--- src/rtl/riscv_pkg.sv ---
// Shared definitions for the program loaders: loader state encoding and frame geometry.
package riscv_pkg;

  typedef enum logic [2:0] {
    LD_HDR0 = 3'd0,
    LD_HDR1 = 3'd1,
    LD_DATA = 3'd2,
    LD_CSUM = 3'd3,
    LD_RUN  = 3'd4,
    LD_ERR  = 3'd5
  } loader_state_e;

  localparam int unsigned LD_HDR_BYTES      = 2;
  localparam int unsigned LD_BYTES_PER_WORD = 4;

endpackage

--- src/rtl/loader_word_asm.sv ---
// Assembles little-endian bytes into 32-bit words; word_valid pulses the cycle after the 4th byte.
module loader_word_asm
  import riscv_pkg::*;
(
  input  logic        clk,
  input  logic        rst,
  input  logic        clear,
  input  logic        byte_valid,
  input  logic [7:0]  byte_data,
  output logic        word_valid,
  output logic [31:0] word_data,
  output logic [1:0]  byte_idx
);

  logic [1:0]  idx_q, idx_d;
  logic [31:0] sr_q, sr_d;
  logic        valid_q, valid_d;

  always_comb begin
    idx_d   = idx_q;
    sr_d    = sr_q;
    valid_d = 1'b0;
    if (clear) begin
      idx_d = 2'd0;
    end else if (byte_valid) begin
      // Shift in at the top so the first byte ends up in bits [7:0].
      sr_d  = {byte_data, sr_q[31:8]};
      idx_d = idx_q + 2'd1;
      if (idx_q == 2'(LD_BYTES_PER_WORD - 1)) valid_d = 1'b1;
    end
  end

  always_ff @(posedge clk) begin
    if (rst) begin
      idx_q   <= 2'd0;
      sr_q    <= 32'd0;
      valid_q <= 1'b0;
    end else begin
      idx_q   <= idx_d;
      sr_q    <= sr_d;
      valid_q <= valid_d;
    end
  end

  assign word_valid = valid_q;
  assign word_data  = sr_q;
  assign byte_idx   = idx_q;

endmodule

--- src/rtl/imem_loader.sv ---
// Framed byte-stream loader for instruction memory; holds the core in reset until a
// length-prefixed, checksummed image has been written.
module imem_loader
  import riscv_pkg::*;
#(
  parameter int unsigned IMEM_WORDS = 256,
  parameter logic [31:0] BASE_ADDR  = 32'h0000_0000
) (
  input  logic        clk,
  input  logic        rst,
  input  logic        in_valid,
  input  logic [7:0]  in_data,
  output logic        in_ready,
  input  logic        reload,
  output logic        imem_we,
  output logic [31:0] imem_addr,
  output logic [31:0] imem_wdata,
  output logic        core_rst,
  output logic        done,
  output logic        error,
  output logic [15:0] words_loaded,
  output logic [2:0]  dbg_state
);

  // Handshake: a byte transfers on a rising clk edge where in_valid && in_ready;
  // in_ready depends only on the state, never on in_valid.

  loader_state_e state_q, state_d;
  logic [15:0]   count_q, count_d;
  logic [7:0]    csum_q, csum_d;
  logic [15:0]   words_q, words_d;
  logic          accept;
  logic          reload_take;
  logic          word_valid;
  logic [31:0]   word_data;
  logic [1:0]    byte_idx;
  logic [15:0]   hdr_count;

  assign in_ready  = (state_q == LD_HDR0) || (state_q == LD_HDR1) ||
                     (state_q == LD_DATA) || (state_q == LD_CSUM);
  assign accept    = in_valid && in_ready;
  assign hdr_count = {in_data, count_q[7:0]};

  loader_word_asm u_word_asm (
    .clk        (clk),
    .rst        (rst),
    .clear      (reload_take),
    .byte_valid (accept && (state_q == LD_DATA)),
    .byte_data  (in_data),
    .word_valid (word_valid),
    .word_data  (word_data),
    .byte_idx   (byte_idx)
  );

  always_comb begin
    state_d     = state_q;
    count_d     = count_q;
    csum_d      = csum_q;
    words_d     = words_q;
    reload_take = 1'b0;
    if (word_valid) words_d = words_q + 16'd1;
    case (state_q)
      LD_HDR0: if (accept) begin
        count_d[7:0] = in_data;
        csum_d       = csum_q + in_data;
        state_d      = LD_HDR1;
      end
      LD_HDR1: if (accept) begin
        count_d[15:8] = in_data;
        csum_d        = csum_q + in_data;
        if (hdr_count == 16'd0)                 state_d = LD_CSUM;
        else if (32'(hdr_count) > IMEM_WORDS)   state_d = LD_ERR;
        else                                    state_d = LD_DATA;
      end
      LD_DATA: if (accept) begin
        csum_d = csum_q + in_data;
        // The previous word's write has always retired by the time the next word's last
        // byte arrives, so words_q counts every earlier word here.
        if (byte_idx == 2'(LD_BYTES_PER_WORD - 1) && words_q == count_q - 16'd1)
          state_d = LD_CSUM;
      end
      LD_CSUM: if (accept) begin
        state_d = (in_data == csum_q) ? LD_RUN : LD_ERR;
      end
      LD_RUN, LD_ERR: if (reload) begin
        reload_take = 1'b1;
        state_d     = LD_HDR0;
        count_d     = 16'd0;
        csum_d      = 8'd0;
        words_d     = 16'd0;
      end
      default: state_d = LD_HDR0;
    endcase
  end

  always_ff @(posedge clk) begin
    if (rst) begin
      state_q <= LD_HDR0;
      count_q <= 16'd0;
      csum_q  <= 8'd0;
      words_q <= 16'd0;
    end else begin
      state_q <= state_d;
      count_q <= count_d;
      csum_q  <= csum_d;
      words_q <= words_d;
    end
  end

  assign imem_we      = word_valid;
  assign imem_wdata   = word_data;
  assign imem_addr    = BASE_ADDR + {14'd0, words_q, 2'b00};
  assign core_rst     = (state_q != LD_RUN);
  assign done         = (state_q == LD_RUN);
  assign error        = (state_q == LD_ERR);
  assign words_loaded = words_q;
  assign dbg_state    = state_q;

endmodule

--- config.mk ---
export PLATFORM = sky130hd
export DESIGN_NAME = imem_loader
export DESIGN_NICKNAME = d
export VERILOG_FILES = /design/src/rtl/riscv_pkg.sv /design/src/rtl/loader_word_asm.sv /design/src/rtl/imem_loader.sv
export SDC_FILE = /design/constraint.sdc
export NUM_CORES = 1
export LEC_CHECK = 0
export BUFFER_PORTS_ARGS = -buffer_cell sky130_fd_sc_hd__buf_2
export CORE_ASPECT_RATIO = 0.75
export CORE_MARGIN = 10
export CORE_UTILIZATION = 40
export CTS_CLUSTER_SIZE = 20
export DETAILED_ROUTE_END_ITERATION = 6
export HOLD_SLACK_MARGIN = 0.05
export SYNTH_ARGS = -nofsm -noshare
export SYNTH_HDL_FRONTEND = slang
export SYNTH_SLANG_ARGS = --single-unit
--- constraint.sdc ---
create_clock -name clk -period 3.1 [get_ports clk]
set_clock_uncertainty 0.1 [all_clocks]
set_input_delay 0.31 -clock clk [delete_from_list [all_inputs] [get_ports clk]]
set_output_delay 0.31 -clock clk [all_outputs]
set_load 0.05 [all_outputs]
==> After elaboration in Yosys (flattened, before gate mapping) <==
Cells that the tools add are included.
{ "word_totals": {"out_inout_bits": 88, "word_cells": 74, "romBits": 0, "inputBits": 12, "memories": 0, "regBits": 78, "latchBits": 0, "mem_bits_rw": 0} }
{ "classes": {"shifts": 0, "mul": 0, "magnitude_cmp": 1, "n_eq_ne": 16, "mux": 23, "n_reduce_logical": 20, "div_mod_pow": 0, "n_bitwise": 2, "add_sub_neg": 4} }
{ "op_table": {"columns": ["operator", "count"], "rows": [
  ["2-to-1 mux 16 bit", 4],
  ["case mux 8 bit (2 select lines)", 3],
  ["2-to-1 mux 3 bit", 8],
  ["2-to-1 mux 8 bit", 3],
  ["adder 16 x 1 -> 16 bit (second input constant)", 1],
  ["== test 16 bit", 1],
  ["> comparator 16 x 9 -> 1 bit (second input constant)", 1],
  ["zero test 16 bit", 1],
  ["subtractor 16 x 1 -> 16 bit (second input constant)", 1],
  ["case mux 3 bit (5 select lines)", 1],
  ["!= test 2 bit (second input constant)", 5],
  ["AND reduction 3 bit", 3],
  ["adder 8 bit", 1],
  ["== test 8 bit", 1],
  ["== test 3 x 2 -> 1 bit (second input constant)", 2],
  ["== test 3 bit (second input constant)", 2],
  ["AND reduction 6 bit", 1],
  ["nonzero test 2 bit", 3],
  ["OR reduction 3 bit", 2],
  ["2-to-1 mux 1 bit", 4],
  ["!= test 2 x 1 -> 1 bit (second input constant)", 2],
  ["OR reduction 2 bit", 2],
  ["== test 3 x 1 -> 1 bit (second input constant)", 1],
  ["logical AND 1 bit", 3],
  ["other kinds (7)", 10]
]} }

==> Logic depth before layout (Yosys ltp) <==
{ "logic_depth": {"word_depth": 8, "ltp_mapped": 8, "ltp_nobuf": 8} }

==> By module <==
Synthesis repeated with hierarchy kept, for this count alone.
{ "unflattened": {"hier_cells": 476, "area_unflattened_um2": 4304.1} }
{ "by_module_without_submodules": {"columns": ["module", "cells_each", "area_per_inst_um2", "n_inst"], "rows": [
  ["imem_loader", 351, 2916.5, 1],
  ["loader_word_asm", 125, 1387.6, 1]
]} }

==> Worst setup path before layout <==
OpenSTA, ideal clock, no wires.
{ "synth_path": {"path_type": "flip-flop to flip-flop", "start": "register count_q[8]", "end": "register state_q[0], in the netlist dbg_state[0]", "setup_slack_ns": 0.751, "synth_period_minus_slack_ns": 2.349, "n_path_buf": 1, "t_arrival_ns": 2.172, "stages_incl_launch_ff": 8, "path_cell_list": "dfxtp_1 -> buf_2 -> or4_1 -> or4_4 -> or4b_1 -> o211ai_1 -> nor3_1 -> nor3_1"} }
{ "synth_via": {"elab_chain_cells": 5} }
{ "synth_rtl": {"columns": ["item", "line_no", "source"], "rows": [
  ["from (decl)", "imem_loader.sv:29", "logic [15:0] count_q, count_d;"],
  ["from (signal assigned)", "imem_loader.sv:104", "count_q <= count_d;"],
  ["subtractor 16 x 1 -> 16 bit", "imem_loader.sv:79", "if (byte_idx == 2'(LD_BYTES_PER_WORD - 1) && words_q == count_q - 16'd1)"],
  ["== test 16 bit", "imem_loader.sv:79", null],
  ["logical AND 1 bit", "imem_loader.sv:79", null],
  ["!= test 2 x 1 -> 1 bit (no source line)", null, null],
  ["AND reduction 6 bit (no source line)", null, null],
  ["to (signal assigned)", "imem_loader.sv:103", "state_q <= state_d;"],
  ["to (decl)", "imem_loader.sv:28", "loader_state_e state_q, state_d;"]
]} }
Every way passes these cells.
A chain may end at the register's enable or synchronous reset.

==> Worst setup path in the final report <==
{ "layout_path": {"start": "register count_q[4]", "end": "register state_q[0], in the netlist dbg_state[0]"} }
{ "layout_via": {"elab_chain_cells": 5, "word_cells_on_any_way": 11, "classes_between": "add/sub: 1; order compare: 1; eq/ne: 2; mux: 4; reduce/logical: 3"} }
{ "layout_rtl": {"columns": ["item", "line_no"], "rows": [
  ["subtractor 16 x 1 -> 16 bit or > comparator 16 x 9 -> 1 bit (tied branches)", "imem_loader.sv:79, imem_loader.sv:72"],
  ["== test 16 bit or 2-to-1 mux 3 bit (tied branches)", "imem_loader.sv:79, imem_loader.sv:72"],
  ["logical AND 1 bit or 2-to-1 mux 3 bit (tied branches)", "imem_loader.sv:79, imem_loader.sv:71"],
  ["!= test 2 x 1 -> 1 bit (no source line) or 2-to-1 mux 3 bit (tied branches)", null],
  ["AND reduction 6 bit (no source line) or case mux 3 bit (5 select lines) (tied branches)", null]
]} }
Several ways; a longest one is shown, not always the timed one. The select of a mux whose other input is x is not followed.

==> tab_implementation.tex <==
\begin{tabular}{lr}
\hline
Metric & Value \\
\hline
\multicolumn{2}{l}{\textbf{Clock network}} \\
\quad Clock latency of the later-clocked register in the worst-skew pair & 340 ps \\
\quad H-tree levels & 3 \\
\quad Hold bufs inserted after CTS & 0 \\
\quad Setup fix buffers added after clock tree synthesis & 0 \\
\quad Number of buffers inserted during clock tree synthesis & 9 \\
\quad Clock tree root driver cell & sky130\_fd\_sc\_hd\_\_clkbuf\_16 \\
\quad TritonCTS clock tree & done \\
\quad Reg clk slew, reported paths & 70 ps \\
\quad PostCTS Resize Cnt & 0 \\
\quad Clock Path Buffers & 2 \\
\quad Clk sink count & 78 \\
\multicolumn{2}{l}{\textbf{Routing}} \\
\quad Via-per-instance ratio & 5.10 \\
\quad Post-route antenna net violation count & 0 \\
\quad Detailed-route DRC error count & 0 \\
\quad Detailed-route wire length & 10.9 mm \\
\quad Detailed-routing iteration count for the pre-antenna-repair pass & 4 \\
\quad Number of design-rule violations left by the first detailed-router iteration & 261 \\
\quad Average wire length per cell after detail routing & 15.3 µm \\
\quad Via total after detailed routing & 3616 \\
\multicolumn{2}{l}{\textbf{Power}} \\
\quad Peak ir drop on the vdd network & 0.296 mV \\
\quad Leakage power & 2.04 nW \\
\quad Power density relative to cell area & 558 nW/µm² \\
\multicolumn{2}{l}{\textbf{Layout}} \\
\quad Ratio of cells with drive above 1 in the final layout & 19.1\% \\
\quad \# diodes & 0 \\
\quad Number of fillers in the final layout & 990 \\
\quad Synthesis-to-finish area growth & 15.9\% \\
\quad Final \#Nets & 596 \\
\multicolumn{2}{l}{\textbf{Global routing}} \\
\quad Number of global-route vias before repair & 3294 \\
\quad Sum of overflow across all layers after global routing & 0 \\
\quad Number of antenna violations at the first check in global routing & 0 \\
\quad Wire length of the first global-routing pass & 17.0 mm \\
\quad Maximum number of pins on one net before global-route repair & 60 \\
\quad GRT Overall Usage & 14.3\% \\
\multicolumn{2}{l}{\textbf{Yosys}} \\
\quad Async S/R FF share, synth & 0\% \\
\quad Number of enable-type register cells in the synthesized netlist & 0 \\
\quad Cell Area, Synth & 4070 µm² \\
\quad Distinct cell type count of the synthesized netlist & 51 \\
\quad Post-synthesis sequential element count & 78 \\
\quad Average cell area after synthesis & 7.96 µm² \\
\quad Fraction of the yosys area taken by sequential cells & 38.4\% \\
\quad Cell count after synthesis & 511 \\
\quad Primary flip-flop cell chosen by synthesis mapping & sky130\_fd\_sc\_hd\_\_dfxtp\_1 \\
\quad Synth Warn \# & 0 \\
\multicolumn{2}{l}{\textbf{Floorplanning}} \\
\quad Horizontal die dimension & 136 µm \\
\quad Area of the die & 14600 µm² \\
\quad Die H & 107 µm \\
\quad Area of the core & 9770 µm² \\
\quad Io pins & 100 \\
\quad Number of rows created at floorplan & 31 \\
\quad Initial core utilization & 41.6\% \\
\multicolumn{2}{l}{\textbf{Timing}} \\
\quad Maximum clock frequency & 397 MHz \\
\quad Final number of max-transition violations & 0 \\
\quad Tightest Pin Transition & 710 ps \\
\quad Final critical-path required period & 2520 ps \\
\quad Worst slew slack as a fraction of its limit & 52.3\% \\
\quad Setup slack of the critical path after layout & 581 ps \\
\quad Final setup vio count & 0 \\
\quad Final number of hold-violating endpoints & 0 \\
\quad RSZ-0062 raised after global routing & false \\
\quad Summed negative setup slack over all endpoints & 0 ps \\
\quad Final period utilization & 81.3\% \\
\multicolumn{2}{l}{\textbf{Outcome}} \\
\quad Result of the run & completed \\
\multicolumn{2}{l}{\textbf{Min path}} \\
\quad Worst Hold Path Cells & 3 \\
\quad Endpoint with the worst hold slack & u\_word\_asm.word\_data[26]\$\_SDFFE\_PP0P\_ \\
\quad Worst Hold Class & input pin to register \\
\quad Startpoint of the lowest-slack hold path & in\_data[2] \\
\multicolumn{2}{l}{\textbf{Place}} \\
\quad Gpl congestion & 0.932 \\
\quad Final HPWL from detailed placement & 8.05 mm \\
\quad Number of buffers added on ports & 83 \\
\quad Post-placement setup slack & 591 ps \\
\multicolumn{2}{l}{\textbf{Critical path}} \\
\quad Kind of capture point of the worst setup path & register \\
\quad Reg2Reg Setup Slack & 580 ps \\
\quad CP Max Fanout & 6 \\
\quad Critical-path cell list & or4\_4, or4\_4, or4b\_1, o211ai\_1, nor3\_1, nor3\_1 \\
\quad Largest stage delay on the critical path & 570 ps \\
\quad Required time of the critical path & 3260 ps \\
\quad Cell with the biggest individual delay on the critical path & sky130\_fd\_sc\_hd\_\_or4\_4 \\
\quad Startpoint-to-endpoint class of the critical path & register to register \\
\quad Depth of the worst register-to-register path & 6 \\
\quad Sort of element at the start of the critical path & register \\
\quad Startpoint of the most critical register-to-register path & count\_q[4]\$\_SDFFE\_PP0P\_ \\
\quad R2R Path End & dbg\_state[0]\$\_SDFFE\_PP0P\_ \\
\quad Worst setup startpoint & count\_q[4]\$\_SDFFE\_PP0P\_ \\
\quad Data arrival at the endpoint of the critical path & 2680 ps \\
\multicolumn{2}{l}{\textbf{Run}} \\
\quad Max Cap Viol & 0 \\
\hline
\end{tabular}
==> cell type report <==
| cell class | instances | area (µm²) | share of cell area (%) |
|---|---|---|---|
| inverters | 11 | 41.3 | 0.876 |
| repair buffers | 88 | 453 | 9.61 |
| multi-input cells | 384 | 2190 | 46.4 |
| well taps | 132 | 165 | 3.50 |
| clock buffers | 9 | 225 | 4.78 |
| flip-flops and latches | 78 | 1560 | 33.1 |
| clock inverters | 7 | 78.8 | 1.67 |
==> power breakdown <==
| group | switching (W) | total [W] | leakage [nW] | internal, W |
|---|---|---|---|---|
| Combinational | 0.000300 | 0.000469 | 1.26 | 0.000169 |
| Sequential | 0.0000390 | 0.00107 | 0.631 | 0.00103 |
| Clock | 0.000453 | 0.00109 | 0.151 | 0.000635 |
| Total | 0.000791 | 0.00263 | 2.04 | 0.00184 |
==> flip-flops by register name, summed over array words and instances (netlist names) <==
| register | cells |
|---|---|
| u_word_asm.byte_idx | 2 |
| dbg_state | 3 |
| csum_q | 8 |
| u_word_asm.word_valid | 1 |
| count_q | 16 |
| words_loaded | 16 |
| u_word_asm.word_data | 32 |
==> critical path: cells and delay by family, from the launching register on <==
family	cells	cell delay [ps]
AOI/OAI and AO/OA	1	110
DFF	1	380
and+or+nand+nor	5	1850
==> layer usage <==
layer | global-route usage, % | wire [µm] | part of all wire [%] | vias up
met5 | 0 | 0 | 0 | -
met4 | 4.10 | 122 | 1.1 | 0
met3 | 4.90 | 769 | 7.1 | 10
met2 | 21.5 | 4750 | 44 | 99
met1 | 19.1 | 5230 | 48 | 1675
li1 | - | - | - | 1832
==> through the flow <==
step	utilization, %	area [µm²]	hold WS [ps]	total power, W	instances
5_1_grt	48.2	4710	189	0.00274	709
6_report	48.2	4710	182	0.00263	709
3_5_place_dp	45.1	4410	345	0.00156	693
2_1_floorplan	-	4120	340	0.00146	526
3_3_place_gp	45.1	4410	338	0.00155	693
4_1_cts	48.2	4710	172	0.00265	709
==> how the worst max path moves through the flow <==
stage	to	slack, ps	cells past startpoint
floorplan	dbg_state[0]$_SDFFE_PP0P_	750	7
global placement	dbg_state[0]$_SDFFE_PP0P_	680	6
detailed placement	dbg_state[0]$_SDFFE_PP0P_	590	6
CTS	dbg_state[0]$_SDFFE_PP0P_	570	6
global route	dbg_state[0]$_SDFFE_PP0P_	460	6
finish	dbg_state[0]$_SDFFE_PP0P_	580	6
==> cell families (layout without fill, tap and decap cells) <==
logic type               after synthesis  count (layout)  synth area share, %
AND/OR/NAND/NOR                      217             217                 24.9
AO/OA/AOI/OAI                         99              99                 14.8
flip-flops                            78              78                 38.4
buffers and inverters                 64             115                 9.17
XOR/XNOR                              37              37                 7.97
adder cells (fa/ha/maj)               12              12                 3.88
multiplexers                           3               3                0.738
other                                  1              16               0.0922
==> placed cells by master, fill, tap and decap left out, types with 3 or more instances in the layout <==
cell and n:
sky130_fd_sc_hd__nand2_1 94, sky130_fd_sc_hd__buf_2 83, sky130_fd_sc_hd__dfxtp_1 78, sky130_fd_sc_hd__a21oi_1 54, sky130_fd_sc_hd__nor2_1 45, sky130_fd_sc_hd__xor2_1 20, sky130_fd_sc_hd__nand3_1 18, sky130_fd_sc_hd__xnor2_1 17
sky130_fd_sc_hd__conb_1 16, sky130_fd_sc_hd__a22oi_1 13, sky130_fd_sc_hd__inv_1 11, sky130_fd_sc_hd__nor3_1 11, sky130_fd_sc_hd__ha_1 11, sky130_fd_sc_hd__nand2b_1 9, sky130_fd_sc_hd__clkbuf_16 9, sky130_fd_sc_hd__nor4_1 6
sky130_fd_sc_hd__nand4_1 6, sky130_fd_sc_hd__and3_1 5, sky130_fd_sc_hd__buf_4 5, sky130_fd_sc_hd__o22ai_1 4, sky130_fd_sc_hd__o21ai_0 4, sky130_fd_sc_hd__and4_1 4, sky130_fd_sc_hd__inv_6 4, sky130_fd_sc_hd__and2_1 3
sky130_fd_sc_hd__a21o_1 3, sky130_fd_sc_hd__mux2i_1 3, sky130_fd_sc_hd__o211ai_1 3, sky130_fd_sc_hd__or4_4 3, sky130_fd_sc_hd__nand3b_1 3
==> cells in the mapped netlist, types with 3 or more instances <==
cell / count / area (µm²)
sky130_fd_sc_hd__and4_1: 4 / 35.0
sky130_fd_sc_hd__nor3_1: 11 / 55.1
sky130_fd_sc_hd__nor2_1: 45 / 169
sky130_fd_sc_hd__nand4_1: 6 / 37.5
sky130_fd_sc_hd__clkbuf_1: 18 / 67.6
sky130_fd_sc_hd__mux2i_1: 3 / 30.0
sky130_fd_sc_hd__and2_1: 3 / 18.8
sky130_fd_sc_hd__ha_1: 11 / 138
sky130_fd_sc_hd__dfxtp_1: 78 / 1560
sky130_fd_sc_hd__xnor2_1: 17 / 149
sky130_fd_sc_hd__nand3_1: 18 / 90.1
sky130_fd_sc_hd__buf_4: 32 / 240
sky130_fd_sc_hd__inv_1: 11 / 41.3
sky130_fd_sc_hd__a22oi_1: 13 / 97.6
sky130_fd_sc_hd__o211ai_1: 3 / 22.5
sky130_fd_sc_hd__o21ai_0: 4 / 20.0
sky130_fd_sc_hd__nor4_1: 6 / 37.5
sky130_fd_sc_hd__and3_1: 5 / 31.3
sky130_fd_sc_hd__a21oi_1: 54 / 270
sky130_fd_sc_hd__a21o_1: 3 / 22.5
sky130_fd_sc_hd__nand2b_1: 9 / 56.3
sky130_fd_sc_hd__xor2_1: 20 / 175
sky130_fd_sc_hd__or4_4: 3 / 33.8
sky130_fd_sc_hd__o22ai_1: 4 / 25.0
sky130_fd_sc_hd__nand3b_1: 3 / 22.5
sky130_fd_sc_hd__nand2_1: 94 / 353
(Power assumes the default switching activity.)
